===== config.mk =====
export PLATFORM = sky130hd
export DESIGN_NAME = univ_shift_reg
export DESIGN_NICKNAME = d
export VERILOG_FILES = /design/src/rtl/univ_shift_reg.sv
export SDC_FILE = /design/constraint.sdc
export NUM_CORES = 1
export LEC_CHECK = 0
export CAP_MARGIN = 10
export CORE_MARGIN = 2
export CORE_UTILIZATION = 39
export DETAILED_ROUTE_END_ITERATION = 6
export MAX_ROUTING_LAYER = met4
export PLACE_DENSITY = 0.78
export SLEW_MARGIN = 25
export SYNTH_ARGS = -nofsm -noshare
export SYNTH_HDL_FRONTEND = slang
export SYNTH_SLANG_ARGS = --single-unit

===== constraint.sdc =====
create_clock -name clk -period 1.6 [get_ports clk]
set_clock_uncertainty 0.05 [all_clocks]
set_input_delay 0.16 -clock clk [delete_from_list [all_inputs] [get_ports clk]]
set_output_delay 0.16 -clock clk [all_outputs]
set_load 0.005 [all_outputs]

===== src/rtl/univ_shift_reg.sv =====
// Universal shift register: hold / shift right / shift left / parallel load, with a
// saturating shift counter. Optional rotate support via UNIV_SHIFT_REG_ROTATE_EN.
module univ_shift_reg #(
  parameter int              WIDTH       = 8,
  parameter logic [WIDTH-1:0] RESET_VALUE = '0
) (
  input  logic                           clk,
  input  logic                           rst,
  input  logic [1:0]                     mode,
  input  logic [WIDTH-1:0]               D,
  input  logic                           SIR,
  input  logic                           SIL,
`ifdef UNIV_SHIFT_REG_ROTATE_EN
  input  logic                           rot,
`endif
  output logic [WIDTH-1:0]               Q,
  output logic [WIDTH-1:0]               Qn,
  output logic                           SO,
  output logic [$clog2(WIDTH+1)-1:0]     cnt,
  output logic                           done
);

  localparam int CW = $clog2(WIDTH+1);

  localparam logic [1:0] MODE_HOLD  = 2'b00;
  localparam logic [1:0] MODE_RIGHT = 2'b01;
  localparam logic [1:0] MODE_LEFT  = 2'b10;
  localparam logic [1:0] MODE_LOAD  = 2'b11;

  localparam logic [CW-1:0] CNT_MAX = CW'(WIDTH);

  logic [WIDTH-1:0] q_reg;
  logic [WIDTH-1:0] q_next;
  logic [CW-1:0]    cnt_reg;
  logic [CW-1:0]    cnt_next;
  logic             right_in;
  logic             left_in;

  // Bits entering at each end: serial inputs, or the wrapped-around bit when rotating.
`ifdef UNIV_SHIFT_REG_ROTATE_EN
  assign right_in = rot ? q_reg[0]       : SIR;
  assign left_in  = rot ? q_reg[WIDTH-1] : SIL;
`else
  assign right_in = SIR;
  assign left_in  = SIL;
`endif

  genvar gi;
  generate
    for (gi = 0; gi < WIDTH; gi++) begin : g_bit
      logic from_upper;
      logic from_lower;

      if (gi == WIDTH-1) begin : g_msb
        assign from_upper = right_in;
      end else begin : g_mid_hi
        assign from_upper = q_reg[gi+1];
      end

      if (gi == 0) begin : g_lsb
        assign from_lower = left_in;
      end else begin : g_mid_lo
        assign from_lower = q_reg[gi-1];
      end

      always_comb begin
        q_next[gi] = q_reg[gi];
        case (mode)
          MODE_HOLD:  q_next[gi] = q_reg[gi];
          MODE_RIGHT: q_next[gi] = from_upper;
          MODE_LEFT:  q_next[gi] = from_lower;
          MODE_LOAD:  q_next[gi] = D[gi];
          default:    q_next[gi] = q_reg[gi];
        endcase
      end
    end
  endgenerate

  // Every shift or rotate counts toward a full word, regardless of direction.
  always_comb begin
    cnt_next = cnt_reg;
    case (mode)
      MODE_HOLD:  cnt_next = cnt_reg;
      MODE_RIGHT,
      MODE_LEFT:  cnt_next = (cnt_reg == CNT_MAX) ? CNT_MAX : cnt_reg + 1'b1;
      MODE_LOAD:  cnt_next = '0;
      default:    cnt_next = cnt_reg;
    endcase
  end

  always_ff @(posedge clk or posedge rst) begin
    if (rst) begin
      q_reg   <= RESET_VALUE;
      cnt_reg <= '0;
    end else begin
      q_reg   <= q_next;
      cnt_reg <= cnt_next;
    end
  end

  assign Q    = q_reg;
  assign Qn   = ~q_reg;
  assign SO   = (mode == MODE_RIGHT) ? q_reg[0] : q_reg[WIDTH-1];
  assign cnt  = cnt_reg;
  assign done = (cnt_reg == CNT_MAX);

endmodule


==> results.sh, run 1 <==
export IMPL_grt_pass1_vias=594
export IMPL_finalPower_mw=1.19
export IMPL_r2r_setup_slack_ps=240
export IMPL_multi_input_area_um2=358
export IMPL_clkSlewWorstSetupHoldPaths_ps=70
export IMPL_synthTopCellsByArea="dfrtp_1, mux4_1, mux4_2"
export IMPL_clock_latency_ps=260
export IMPL_syn_instance_count=55
export IMPL_post_route_util=0.662
export IMPL_fin_ws_ps=78.8
export IMPL_cts_tree="yes"
export IMPL_crit_required_ps=1390
export IMPL_crit_fanout=2
export IMPL_synth_top_area_cell="dfrtp_1"
export IMPL_ctsRootBufferMaster="clkbuf_4"
export IMPL_finalSetupViolations=0
export IMPL_synth_top_area_share=0.405
export IMPL_worst_pin_slew_ps=449
export IMPL_die_area_mm2=0.00226
export IMPL_relSlewSlack=0.700
export IMPL_fill_cells=148
export IMPL_syn_nets=71
export IMPL_vdd_drop_max_mv=0.553
export IMPL_grt_pass1_wl_mm=2.61
export IMPL_regArea_um2=300
export IMPL_dr_first_iter_drc_count=7
export IMPL_total_leakage_power_nw=0.538
export IMPL_vias=575
export IMPL_hold_ws_ps=153
export IMPL_final_area_mm2=0.00117
export IMPL_io_pins=36
export IMPL_ys_warn_count=0
export IMPL_drive_above_1_share=0.175
export IMPL_nets=115
export IMPL_place_congestion=0.699
export IMPL_track_usage=0.172
export IMPL_htree_levels=1
export IMPL_cts_buffer_depth=2
export IMPL_ant_nets=0
export IMPL_fmax_mhz=657
export IMPL_holdBufCountCts=0
export IMPL_fin_crit_sh=0.951
export IMPL_wl_per_cell_um=13.5
export IMPL_wirelength_mm=1.64
export IMPL_largest_reg_flops=8
export IMPL_die_height_um=47.6
export IMPL_hold_viol=0
export IMPL_gr_total_overflow=0
export IMPL_portBuffers=35
export IMPL_slew_violations=0
export IMPL_core_mm2=0.00176
export IMPL_initial_utilization=0.420
export IMPL_dpl_hpwl_mm=1.36
export IMPL_rows=15
export IMPL_path_class="reg -> out"
export IMPL_synth_seq_cells=12
export IMPL_die_x_um=47.6
export IMPL_p_per_area_mw_per_mm2=1020
export IMPL_endpoint_kind="output pin"
export IMPL_grt_max_degree=16
export IMPL_placed_area_mm2=0.00113
export IMPL_antenna_cells=0
export IMPL_ys_seq_area_frac=0.405
export IMPL_tns_ps=0
export IMPL_synthesis_area_um2=741
export IMPL_via_per_inst=4.71
export IMPL_syn_avg_cell_area_um2=13.5
export IMPL_cts_sinks=12
export IMPL_cts_buffers=3
export IMPL_place_inst=117
export IMPL_detailedPlace_worstSlack_ps=-112
export IMPL_fin_crit_ps=1520
export IMPL_synth_cell_types=23
export IMPL_area_delta_synth_final_pct=57.8
export IMPL_status="finished clean"
export IMPL_worstSetupStartpointType="flop"
export IMPL_drtPass1Iterations=4
export IMPL_drc=0
export IMPL_fin_cells=122
export IMPL_hp_class="in -> async"
export IMPL_antenna_found_initial=0
export IMPL_crit_arrival_ps=1310
export IMPL_maxCapViolations=0
-- final cells by class --
| cell class | count | share of cell area |
|---|---|---|
| Clock buffer | 3 | 0.0193 |
| Inverter | 13 | 0.0418 |
| Multi-Input combinational cell | 26 | 0.306 |
| Sequential cell | 12 | 0.257 |
| Tap cell | 25 | 0.0268 |
| Timing Repair Buffer | 43 | 0.349 |
-- power breakdown --
part	leakage [nW]	switching (mW)	internal, mW
logic	0.378	0.176	0.387
clock network	0.0138	0.0874	0.0867
registers	0.146	0.0774	0.377
total	0.538	0.340	0.850
-- cell usage after synthesis, drive strengths merged --
cell type,number
ha,2
and3b,1
o22ai,1
dfrtp,12
a21oi,1
o2111ai,1
o31ai,1
clkbuf,1
mux2i,2
mux4,8
a21boi,1
o32ai,1
buf,3
maj3,1
xnor2,1
or3b,1
and2,1
mux2,1
inv,13
nand2b,2
-- per-layer routing --
| metal | track usage | vias up | wire length [µm] |
|---|---|---|---|
| met3 | 0.0377 | 2 | 60 |
| met1 | 0.214 | 272 | 661 |
| met2 | 0.281 | 21 | 907 |
| li1 | - | 280 | - |
| met5 | - | - | 0 |
| met4 | 0.0541 | 0 | 14 |
-- cells in the final DEF, fill, tap and decap left out --
cell type	n
or3b_1	1
a21oi_1	1
ha_1	2
nand2b_4	1
mux2i_1	2
o22ai_1	1
dfrtp_1	12
xnor2_1	1
buf_4	8
a21boi_0	1
o32ai_1	1
maj3_1	1
clkdlybuf4s50_1	33
clkbuf_4	3
o2111ai_1	1
mux4_2	4
and2_1	1
dlygate4sd2_1	2
mux4_1	4
inv_1	13
mux2_2	1
nand2b_1	1
o31ai_1	1
and3b_1	1
-- what timing repair did --
action / in CTS / in global routing
gates resized for setup: 3 / 0
setup endpoints to repair: 2 / 1
setup buffers: 1 / 1
-- final timing paths --
check,from,endpoint,cells after the start
setup / recovery,cnt[0]$_DFFE_PP0P_,done,4
hold / removal,rst,cnt[0]$_DFFE_PP0P_,2
setup reg to reg,cnt[0]$_DFFE_PP0P_,cnt[0]$_DFFE_PP0P_,6
hold reg to reg,cnt[2]$_DFFE_PP0P_,cnt[2]$_DFFE_PP0P_,2
max in group asynchronous,rst,Q[0]$_DFFE_PP0P_,2
min in group clk,cnt[2]$_DFFE_PP0P_,cnt[2]$_DFFE_PP0P_,2
-- worst max-delay path: stages, from the launching register on --
cell and delay, ps:
dfrtp_1 350, inv_1 50, ha_1 200, and3b_1 200, dlygate4sd2_1 260
-- cells by family after synthesis --
family	count (synthesis)	synth area share
DFF	12	0.405
adders and majority gates	3	0.0473
xor gates and xnor gates	1	0.0118
muxes	11	0.306
and+or+nand+nor	5	0.0490
AOI/OAI and AO/OA	6	0.0591
buffers and inverters	17	0.122
Power figures use the tool's default switching activity.
==> inputs of run 2 (changes only) <==
Settings changed: ABC_AREA set to 1, CORE_UTILIZATION 39 to 40, PLACE_DENSITY 0.78 to 0.77.
==> results.sh, run 2 <==
export IMPL_status="finished clean"
export IMPL_synth_top_area_share=0.368
export IMPL_dpl_hpwl_mm=1.53
export IMPL_grt_max_degree=20
export IMPL_hold_ws_ps=134
export IMPL_cts_sinks=12
export IMPL_detailedPlace_worstSlack_ps=-120
export IMPL_clkSlewWorstSetupHoldPaths_ps=90
export IMPL_die_area_mm2=0.00242
export IMPL_drive_above_1_share=0.106
export IMPL_crit_arrival_ps=1310
export IMPL_syn_instance_count=119
export IMPL_wirelength_mm=2.13
export IMPL_holdBufCountCts=0
export IMPL_fill_cells=186
export IMPL_ys_seq_area_frac=0.368
export IMPL_die_height_um=49.2
export IMPL_gr_total_overflow=0
export IMPL_grt_pass1_vias=782
export IMPL_rr_endpoint="cnt[2]$_DFFE_PP0P_"
export IMPL_via_per_inst=4.80
export IMPL_antenna_found_initial=0
export IMPL_vdd_drop_max_mv=0.567
export IMPL_grt_pass1_wl_mm=3.49
export IMPL_core_mm2=0.00194
export IMPL_reg2reg_from="cnt[0]$_DFFE_PP0P_"
export IMPL_synth_top_area_cell="dfrtp_1"
export IMPL_clock_latency_ps=280
export IMPL_worstSetupStartpointType="flop"
export IMPL_io_pins=36
export IMPL_fin_crit_ps=1520
export IMPL_p_per_area_mw_per_mm2=1000
export IMPL_fin_crit_sh=0.952
export IMPL_tns_ps=0
export IMPL_place_congestion=0.803
export IMPL_cts_tree="yes"
export IMPL_ant_nets=0
export IMPL_finalSetupViolations=0
export IMPL_synthesis_area_um2=816
export IMPL_cts_buffers=3
export IMPL_track_usage=0.191
export IMPL_nets=177
export IMPL_maxCapViolations=0
export IMPL_relSlewSlack=0.680
export IMPL_ys_warn_count=0
export IMPL_syn_avg_cell_area_um2=6.86
export IMPL_worst_pin_slew_ps=480
export IMPL_fmax_mhz=657
export IMPL_syn_nets=135
export IMPL_synthTopCellsByArea="dfrtp_1, nand2_1, nand3_1"
export IMPL_portBuffers=35
export IMPL_yosysMostFrequentCell="nand2_1"
export IMPL_dr_first_iter_drc_count=26
export IMPL_fin_cells=187
export IMPL_synth_edff_count=0
export IMPL_synth_seq_cells=12
export IMPL_crit_required_ps=1390
export IMPL_crit_fanout=2
export IMPL_reg2reg_depth=6
export IMPL_drc=0
export IMPL_die_x_um=49.2
export IMPL_post_cts_setup_buffer_count=0
export IMPL_largest_reg_flops=8
export IMPL_antenna_cells=0
export IMPL_regArea_um2=300
export IMPL_ctsRootBufferMaster="clkbuf_4"
export IMPL_multi_input_area_um2=403
export IMPL_drtPass1Iterations=4
export IMPL_hold_viol=0
export IMPL_vias=898
export IMPL_cts_resized=2
export IMPL_cts_buffer_depth=2
export IMPL_rsz0062_at_grt="false"
export IMPL_hp_class="in -> async"
export IMPL_htree_levels=1
export IMPL_rows=16
export IMPL_synth_commonest_cells="nand2_1, nand3_1, inv_1"
export IMPL_fin_ws_ps=76.9
export IMPL_r2r_setup_slack_ps=460
export IMPL_final_common_cell="nand2_1"
export IMPL_synth_cell_types=16
export IMPL_synthFlopType="dfrtp_1"
export IMPL_async_flop_share=1.00
export IMPL_slew_violations=0
export IMPL_total_leakage_power_nw=0.637
export IMPL_place_inst=183
export IMPL_path_class="reg -> out"
export IMPL_mostFrequentLayoutCells="nand2_1, clkdlybuf4s50_1, nand3_1"
export IMPL_initial_utilization=0.420
export IMPL_wl_per_cell_um=11.4
export IMPL_endpoint_kind="output pin"
export IMPL_area_delta_synth_final_pct=52.5
[run 2: cell types whose count changed in the layout (fill, tap and decap cells not counted), sizes merged, moves of 2 or more]
cell / before / now
nand4: 0 / 2
nand3: 0 / 26
nand2: 0 / 45
inv: 13 / 16
mux2i: 2 / 0
nand2b: 2 / 0
o21ai: 0 / 3
nor2: 0 / 7
buf: 8 / 6
mux4: 8 / 0
[run 2: final cells by class]
cell class / instances / share of cell area
well taps: 27 / 0.0272
repair buffers: 41 / 0.316
clock buffers: 4 / 0.0292
flip-flops and latches: 12 / 0.241
inverters: 17 / 0.0624
multi-input cells: 86 / 0.324
[run 2: worst max path at each step]
stage / cells after the start / endpoint / slack (ps) / startpoint
after detailed placement: 6 / SO / -120 / mode[1]
after floorplan: 7 / cnt[2]$_DFFE_PP0P_ / 440 / cnt[0]$_DFFE_PP0P_
after CTS: 5 / done / 50 / cnt[0]$_DFFE_PP0P_
after global placement: 6 / SO / -100 / mode[1]
final: 5 / done / 80 / cnt[0]$_DFFE_PP0P_
after global routing: 5 / done / 0.5 / cnt[0]$_DFFE_PP0P_
[run 2: cells by family after synthesis]
| logic type | Yosys count | share of synthesized area |
|---|---|---|
| buf+inv | 21 | 0.141 |
| flops | 12 | 0.368 |
| compound gates | 4 | 0.0245 |
| fa+ha+maj | 2 | 0.0307 |
| simple gates | 80 | 0.436 |
[run 2: metrics by stage]
step                       util  instance area [µm²]  power, mW
after floorplan               -                  816      0.671
after global placement    0.622                 1210      0.990
after detailed placement  0.622                 1210       1.00
after CTS                 0.639                 1240       1.25
after global routing      0.640                 1240       1.34
final                     0.640                 1240       1.25
[run 2: critical path, cell delays in order, from the launching register on]
cell and delay, ps:
dfrtp_1 400, inv_1 80, ha_1 160, nand2_1 70, nor2_2 90, dlygate4sd2_1 240
[run 2: routing by layer]
layer  share of wire  global-route usage
met4          0.0056              0.0714
met2            0.45               0.291
met5               0                   -
met3           0.082              0.0429
met1            0.46               0.246
[run 2: where the power goes]
| group | leakage, nW | total, mW | internal [mW] | switching, mW |
|---|---|---|---|---|
| logic | 0.464 | 0.549 | 0.319 | 0.230 |
| clock network | 0.0210 | 0.252 | 0.138 | 0.114 |
| registers | 0.152 | 0.448 | 0.370 | 0.0775 |
==> inputs of run 3 (changes only) <==
Clock period 1.6 ns to 1.8 ns, I/O delays scaled along.
==> results.sh, run 3 (synthesized netlist as in run 2, its figures left out) <==
export IMPL_status="finished clean"
export IMPL_drtPass1Iterations=4
export IMPL_cts_buffer_depth=2
export IMPL_place_congestion=0.767
export IMPL_track_usage=0.189
export IMPL_die_area_mm2=0.00242
export IMPL_fmax_mhz=644
export IMPL_vias=885
export IMPL_worstSetupStartpointType="flop"
export IMPL_die_x_um=49.2
export IMPL_final_common_cell="nand2_1"
export IMPL_initial_utilization=0.420
export IMPL_detailedPlace_worstSlack_ps=53.7
export IMPL_core_mm2=0.00194
export IMPL_grt_pass1_vias=783
export IMPL_grt_pass1_wl_mm=3.53
export IMPL_clkSlewWorstSetupHoldPaths_ps=80
export IMPL_ctsRootBufferMaster="clkbuf_4"
export IMPL_gr_total_overflow=0
export IMPL_post_route_util=0.634
export IMPL_fin_crit_sh=0.862
export IMPL_crit_required_ps=1570
export IMPL_htree_levels=1
export IMPL_fin_cells=186
export IMPL_fin_crit_ps=1550
export IMPL_dr_first_iter_drc_count=28
export IMPL_relSlewSlack=0.676
export IMPL_cts_buffers=3
export IMPL_dpl_hpwl_mm=1.54
export IMPL_crit_path_top_delay_cell="dfrtp_1"
export IMPL_die_height_um=49.2
export IMPL_portBuffers=35
export IMPL_crit_start="cnt[0]$_DFFE_PP0P_"
export IMPL_path_class="reg -> out"
export IMPL_total_leakage_power_nw=0.639
export IMPL_finalPower_mw=1.04
export IMPL_crit_fanout=2
export IMPL_rsz0062_at_grt="false"
export IMPL_cts_sinks=12
export IMPL_hold_ws_ps=172
export IMPL_nets=177
export IMPL_endpoint_kind="output pin"
export IMPL_cp_slowest_stage_delay_ps=380
export IMPL_hp_class="in -> async"
export IMPL_mostFrequentLayoutCells="nand2_1, clkdlybuf4s50_1, nand3_1"
export IMPL_reg2reg_from="cnt[0]$_DFFE_PP0P_"
export IMPL_drc=0
export IMPL_p_per_area_mw_per_mm2=843
export IMPL_rows=16
export IMPL_wirelength_mm=2.13
export IMPL_final_area_mm2=0.00123
export IMPL_cts_tree="yes"
export IMPL_crit_arrival_ps=1320
export IMPL_area_delta_synth_final_pct=50.9
export IMPL_holdBufCountCts=0
export IMPL_fin_ws_ps=248
export IMPL_finalSetupViolations=0
export IMPL_hold_viol=0
export IMPL_fill_cells=180
export IMPL_antenna_cells=0
export IMPL_via_per_inst=4.76
export IMPL_place_inst=181
export IMPL_slew_violations=0
export IMPL_placed_area_mm2=0.00119
export IMPL_antenna_found_initial=0
export IMPL_tns_ps=0
export IMPL_maxCapViolations=0
export IMPL_grt_max_degree=20
export IMPL_ant_nets=0
export IMPL_wl_per_cell_um=11.5
export IMPL_crit_chain="inv_1 > ha_1 > nand2_1 > nor2_1 > dlygate4sd2_1"
export IMPL_clock_latency_ps=270
export IMPL_largest_reg_flops=8
export IMPL_drive_above_1_share=0.0943
export IMPL_vdd_drop_max_mv=0.564
export IMPL_worst_pin_slew_ps=485
export IMPL_io_pins=36
run 3: changes by cell type in the layout (fill, tap and decap cells not counted):
cell,before,now
dlygate4sd2_1,2,1
nor2_1,4,5
dlymetal6s2s_1,0,1
clkbuf_8,1,0
nor2_2,3,2
run 3: critical path: cells and delay by family, from the launching register on:
family        cells  cell delay [ps]
flops             1              380
simple gates      2              190
fa+ha+maj         1              160
buf+inv           2              320
run 3: timing repair:
item	4_1_cts	5_1_grt
pin swaps	1	0
gates resized for setup	1	1
endpoints found under the setup margin	1	1
setup buffers	2	0
run 3: routing by layer:
layer / vias up / routed length, µm / GRT usage
met1: 396 / 1010 / 0.259
met4: 0 / 9 / 0.0571
met5: - / 0 / -
met3: 2 / 140 / 0.0276
met2: 33 / 973 / 0.291
li1: 454 / - / -
run 3: final timing paths:
check | end | slack (ps) | cells after the start
min in group clk | cnt[1]$_DFFE_PP0P_ | 510 | 2
min reg2reg | cnt[1]$_DFFE_PP0P_ | 510 | 2
min | Q[4]$_DFFE_PP0P_ | 170 | 2
max | done | 250 | 5
max in group asynchronous | Q[7]$_DFFE_PP0P_ | 1200 | 2
max reg2reg | cnt[2]$_DFFE_PP0P_ | 680 | 7
run 3: cell type report:
| class | instances | area, µm² | share of cell area |
|---|---|---|---|
| timing repair buffer | 41 | 397 | 0.322 |
| tap | 27 | 33.8 | 0.0274 |
| sequential | 12 | 300 | 0.244 |
| clock buffer | 3 | 22.5 | 0.0183 |
| inverter | 17 | 77.6 | 0.0630 |
| multi-input combinational | 86 | 400 | 0.325 |
run 3: report_power, final:
group | switching [mW] | internal [mW]
Sequential | 0.0731 | 0.329
Clock | 0.0898 | 0.0773
Combinational | 0.192 | 0.277
==> patch 1, RTL diff (flow settings as in run 2) <==
One comparison of `cnt_reg` changes from == to >=.
--- a/src/rtl/univ_shift_reg.sv
+++ b/src/rtl/univ_shift_reg.sv
@@ -82,7 +82,7 @@
     case (mode)
       MODE_HOLD:  cnt_next = cnt_reg;
       MODE_RIGHT,
-      MODE_LEFT:  cnt_next = (cnt_reg == CNT_MAX) ? CNT_MAX : cnt_reg + 1'b1;
+      MODE_LEFT:  cnt_next = (cnt_reg >= CNT_MAX) ? CNT_MAX : cnt_reg + 1'b1;
       MODE_LOAD:  cnt_next = '0;
       default:    cnt_next = cnt_reg;
     endcase
Behaviour: same outputs for any inputs over 10 cycles, from zero or initial values and one cycle with rst high; that may be too few to reach the edited logic, so the function may still have changed.
==> patch 1 against run 2 <==
Combinational power down 3.6%. Synthesized area decreased by 2.6%. Design area decreased by 3.3%. Cell count down 3.7%. Setup slack gained 0.039 ns. Total power is 7.2% lower. Clock power shrank 29%. Sequential cell count did not move. Wire length fell by 0.52%. Worst hold slack better by 0.019 ns. Critical path type unchanged.
==> patch 1: results (changes against run 2) <==
metric;value;unit;change
fmax;674;MHz;was 657 MHz
path_clk_slew;0.07;ns;was 0.09 ns
fillers;192;;was 186
muxShareOfSynthArea;0;%;unchanged
reg2reg_setup_slack;0.44;ns;was 0.46 ns
synth_xor_area_share;0;%;unchanged
grt_use_met3;3.40;%;was 4.29%
clock_latency;0.26;ns;was 0.28 ns
arrival;1.27;ns;was 1.31 ns
antenna_found_initial;0;;unchanged
gp_congestion;0.796;;was 0.803
drt_wl_total;2.12;mm;was 2.13 mm
met1_usage;24.8;%;was 24.6%
ys_warn_count;0;;unchanged
grt_pass1_wl;3.60;mm;was 3.49 mm
holdWs;0.153;ns;was 0.134 ns
largest_reg_flops;8;;unchanged
critPathCapture;done;;unchanged
syn_nets;129;;was 135
nNetsFinal;171;;was 177
clockRootBuffer;clkbuf_4;;unchanged
async_flop_share;100;%;unchanged
hpwl;1.52;mm;was 1.53 mm
portBuffers;35;;unchanged
ir_drop;0.000671;V;was 0.000567 V
synth_compound_area_share;3.78;%;was 2.45%
ys_seq_area_share;37.8;%;was 36.8%
synth.distinct_cells;16;;unchanged
cts_htree_levels;1;;unchanged
met2_usage;31.0;%;was 29.1%
status;finished, final reports clean;;unchanged
clockBufferDepth;2;;unchanged
synthAdderAreaFrac;3.15;%;was 3.07%
grtUsageTotal;19.6;%;was 19.1%
dr.pass1.iters;4;;unchanged
ys_top_cells_by_area;dfrtp_1, nand2_1, nand3_1, inv_1, buf_6;;was dfrtp_1, nand2_1, nand3_1, inv_1, ha_1
slowest_stage;dfrtp_1;;unchanged
synth_top_family_by_area;simple AND/OR/NAND/NOR gates;;unchanged
tightest_slew;0.468;ns;was 0.480 ns
hold_class;in -> async;;unchanged
drive_gt1_share;9.80;%;was 10.6%
grt_max_degree;20;;unchanged
power_switching;0.000388;W;was 0.000421 W
dr_total_vias;891;;was 898
r2r_end;cnt[2]$_DFFE_PP0P_;;unchanged
pre_cts_ws;-0.127;ns;was -0.120 ns
ys.flop_type;dfrtp_1;;unchanged
power_leakage;0.608;nW;was 0.637 nW
path_delay_family;flip-flops;;unchanged
synthTopCellsByCount;nand2_1, nand3_1, inv_1, dfrtp_1, nor2_1;;unchanged
diodes;0;;unchanged
slowest_delay;0.39;ns;
first_global_vias;802;;was 782
drtIter0Drc;13;;was 26
cp_max_fo;3;;was 2
numCtsBuffers;3;;unchanged
reg2reg_depth;6;;unchanged
patch 1: cell types whose count changed after synthesis:
cell and delta:
buf_6 +1, buf_4 -1, o21ai_0 +2, nand2_1 -8
nor2_2 +1, a21oi_1 +1, nor2_1 +1, nand3_2 -1
o21ai_1 -1, nand3_1 -1
patch 1: layout make-up:
cell class / instances / area, um^2 / area share, %
Clock buffer: 3 / 22.5 / 1.87
Inverter: 17 / 77.6 / 6.45
Multi-Input combinational cell: 80 / 375 / 31.2
Sequential cell: 12 / 300 / 25.0
Tap cell: 27 / 33.8 / 2.81
Timing Repair Buffer: 41 / 393 / 32.7
patch 1: cell families after synthesis:
group           Yosys count
compound gates            6
buf+inv                  21
simple gates             72
fa+ha+maj                 2
flops                    12
patch 1: timing repair:
item | 4_1_cts | 5_1_grt
resized for setup | 2 | 0
hold buffers | 0 | 0
endpoints found under the setup margin | 2 | 0
buffers inserted | 2 | 0
patch 1: power by group through the flow:
stage          sequential [W]  combinational (W)  clock (W)
2_1_floorplan        0.000453           0.000208          0
3_3_place_gp         0.000461           0.000477          0
3_5_place_dp         0.000462           0.000492          0
4_1_cts              0.000449           0.000531   0.000189
5_1_grt              0.000461           0.000586   0.000199
6_report             0.000450           0.000529   0.000180
patch 1: through the flow:
step	area (um^2)	total power, W	std cells
2_1_floorplan	795	0.000660	113
3_3_place_gp	1170	0.000938	175
3_5_place_dp	1170	0.000954	175
4_1_cts	1200	0.00117	180
5_1_grt	1200	0.00125	180
6_report	1200	0.00116	180
patch 1: layer usage:
| metal | share of wire, % | wire, um |
|---|---|---|
| met4 | 1.2 | 25 |
| met1 | 45 | 961 |
| met5 | 0 | 0 |
| met3 | 6.6 | 139 |
| met2 | 47 | 988 |
==> patch 2, RTL diff (flow settings as in run 2) <==
Without the edit above. The option `UNIV_SHIFT_REG_ROTATE_EN` is turned on by a define.
--- a/src/rtl/univ_shift_reg.sv
+++ b/src/rtl/univ_shift_reg.sv
@@ -1,5 +1,7 @@
 // Universal shift register: hold / shift right / shift left / parallel load, with a
 // saturating shift counter. Optional rotate support via UNIV_SHIFT_REG_ROTATE_EN.
+`define UNIV_SHIFT_REG_ROTATE_EN
+
 module univ_shift_reg #(
   parameter int              WIDTH       = 8,
   parameter logic [WIDTH-1:0] RESET_VALUE = '0
Ports: changed (added rot); port bits go from 36 to 37. The function was not compared with the original's and may differ.
==> patch 2 against run 2 <==
Synthesized area increased by 0.61%. Wire length rose by 5.5%. Global-route usage up 2.2 points. Sequential cell count stayed put. Total power decreased by 1.6%. Setup slack worse by 0.017 ns. Combinational power is essentially flat. Design area is 2.2% higher.
==> patch 2: results (changes against run 2) <==
metric;value;unit;change
cts_htree_levels;1;;unchanged
status;finished, final reports clean;;unchanged
finalSetupTns;0;ns;unchanged
r2r_end;cnt[2]$_DFFE_PP0P_;;unchanged
dr.pass1.iters;4;;unchanged
ys_seq_area_share;36.6;%;was 36.8%
diodes;0;;unchanged
cap_violations;0;;unchanged
hold_class;in -> async;;unchanged
clockRootBuffer;clkbuf_4;;unchanged
finalMaxSlewViolations;0;;unchanged
relSlewSlack;69.1;%;was 68.0%
grtUsageTotal;21.2;%;was 19.1%
dp.cells;185;;was 183
clock_latency;0.28;ns;about the same
r2r_start;cnt[0]$_DFFE_PP0P_;;unchanged
arrival;1.33;ns;was 1.31 ns
nNetsFinal;183;;was 177
portBuffers;36;;was 35
dr_total_vias;910;;was 898
grt_max_degree;17;;was 20
synth.distinct_cells;16;;unchanged
numCtsBuffers;3;;unchanged
reg2reg_depth;5;;was 6
synthTopCellsByCount;nand2_1, inv_1, nand3_1, dfrtp_1, nor2_1;;was nand2_1, nand3_1, inv_1, dfrtp_1, nor2_1
fillers;182;;was 186
first_global_vias;916;;was 782
synth.largest_area_cell;dfrtp_1;;unchanged
vias_per_cell;4.74;;was 4.80
path_clk_slew;0.08;ns;
holdWs;0.134;ns;about the same
syn_nets;137;;was 135
slowest_stage;clkdlybuf4s50_1;;was dfrtp_1
async_flop_share;100;%;unchanged
wire_per_inst;11.7;um;was 11.4 um
gp_congestion;0.766;;was 0.803
reg2reg_setup_slack;0.45;ns;
ys_top_cells_by_area;dfrtp_1, nand2_1, nand3_1, inv_1, nor2_1;;was dfrtp_1, nand2_1, nand3_1, inv_1, ha_1
largest_reg_flops;8;;unchanged
synthCells;120;;was 119
drive_gt1_share;10.9;%;was 10.6%
ir_drop;0.000721;V;was 0.000567 V
clockBufferDepth;2;;unchanged
grt_pass1_wl;3.93;mm;was 3.49 mm
drtIter0Drc;21;;was 26
antenna_found_initial;0;;unchanged
slowest_delay;0.48;ns;was 0.40 ns
ys_warn_count;0;;unchanged
hpwl;1.63;mm;was 1.53 mm
power_leakage;0.665;nW;was 0.637 nW
cp_max_fo;4;;was 2
## patch 2: what timing repair did
action	CTS	global route
endpoints found under the setup margin	2	2
gates cloned	0	0
gates resized for setup	4	2
buffers inserted	3	0
## patch 2: layout make-up
| class | count | area, um^2 | share of cell area [%] |
|---|---|---|---|
| tap | 27 | 33.8 | 2.66 |
| timing repair buffer | 45 | 428 | 33.7 |
| clock buffer | 4 | 36.3 | 2.85 |
| multi-input combinational | 84 | 395 | 31.1 |
| sequential | 12 | 300 | 23.6 |
| inverter | 20 | 77.6 | 6.10 |
## patch 2: logic make-up (layout without fill, tap and decap cells)
kind of cell | count (synthesis) | count (layout) | share of synthesized area, %
AO/OA/AOI/OAI | 11 | 11 | 7.32
adder cells (fa/ha/maj) | 2 | 2 | 3.05
AND/OR/NAND/NOR | 71 | 71 | 37.8
buffers and inverters | 24 | 69 | 15.2
flip-flops | 12 | 12 | 36.6
## patch 2: worst max path at each step
stage               slack [ns]  cells past startpoint                  to               start
floorplan                 0.55                      5  cnt[0]$_DFFE_PP0P_  cnt[0]$_DFFE_PP0P_
global placement         -0.02                      5                  SO             mode[1]
detailed placement       -0.02                      5                  SO             mode[1]
CTS                       0.02                      3                  SO    Q[0]$_DFFE_PP0P_
global route            0.0003                      3               Qn[7]    Q[7]$_DFFE_PP0P_
finish                    0.06                      3               Qn[7]    Q[7]$_DFFE_PP0P_
## patch 2: critical path: cells and delay by family, from the launching register on
family / cells / cell delay [ns]
buf+inv: 3 / 0.66
flops: 1 / 0.38
## patch 2: through the flow
stage | total power (W) | utilization [%] | worst slack (ns) | cell area, um^2
after detailed placement | 0.000969 | 62.4 | -0.0239 | 1210
after global placement | 0.000954 | 62.4 | -0.0187 | 1210
after floorplan | 0.000653 | - | 0.549 | 821
after global routing | 0.00132 | 65.5 | 0.000263 | 1270
final | 0.00123 | 65.5 | 0.0602 | 1270
after CTS | 0.00124 | 65.3 | 0.0206 | 1270
## patch 2: routing by layer
layer  track usage (%)  share of wire, %  up-vias
met2              36.9                49       30
met4              7.14               1.3        0
met5                 -                 0        -
li1                  -                 -      460
met3              4.29               5.0        4
met1              24.1                45      416
## patch 2: where the power goes
group,switching (W),total [W],internal [W]
registers,0.0000670,0.000435,0.000368
logic,0.000227,0.000547,0.000320
clock network,0.000108,0.000247,0.000139
total,0.000402,0.00123,0.000826
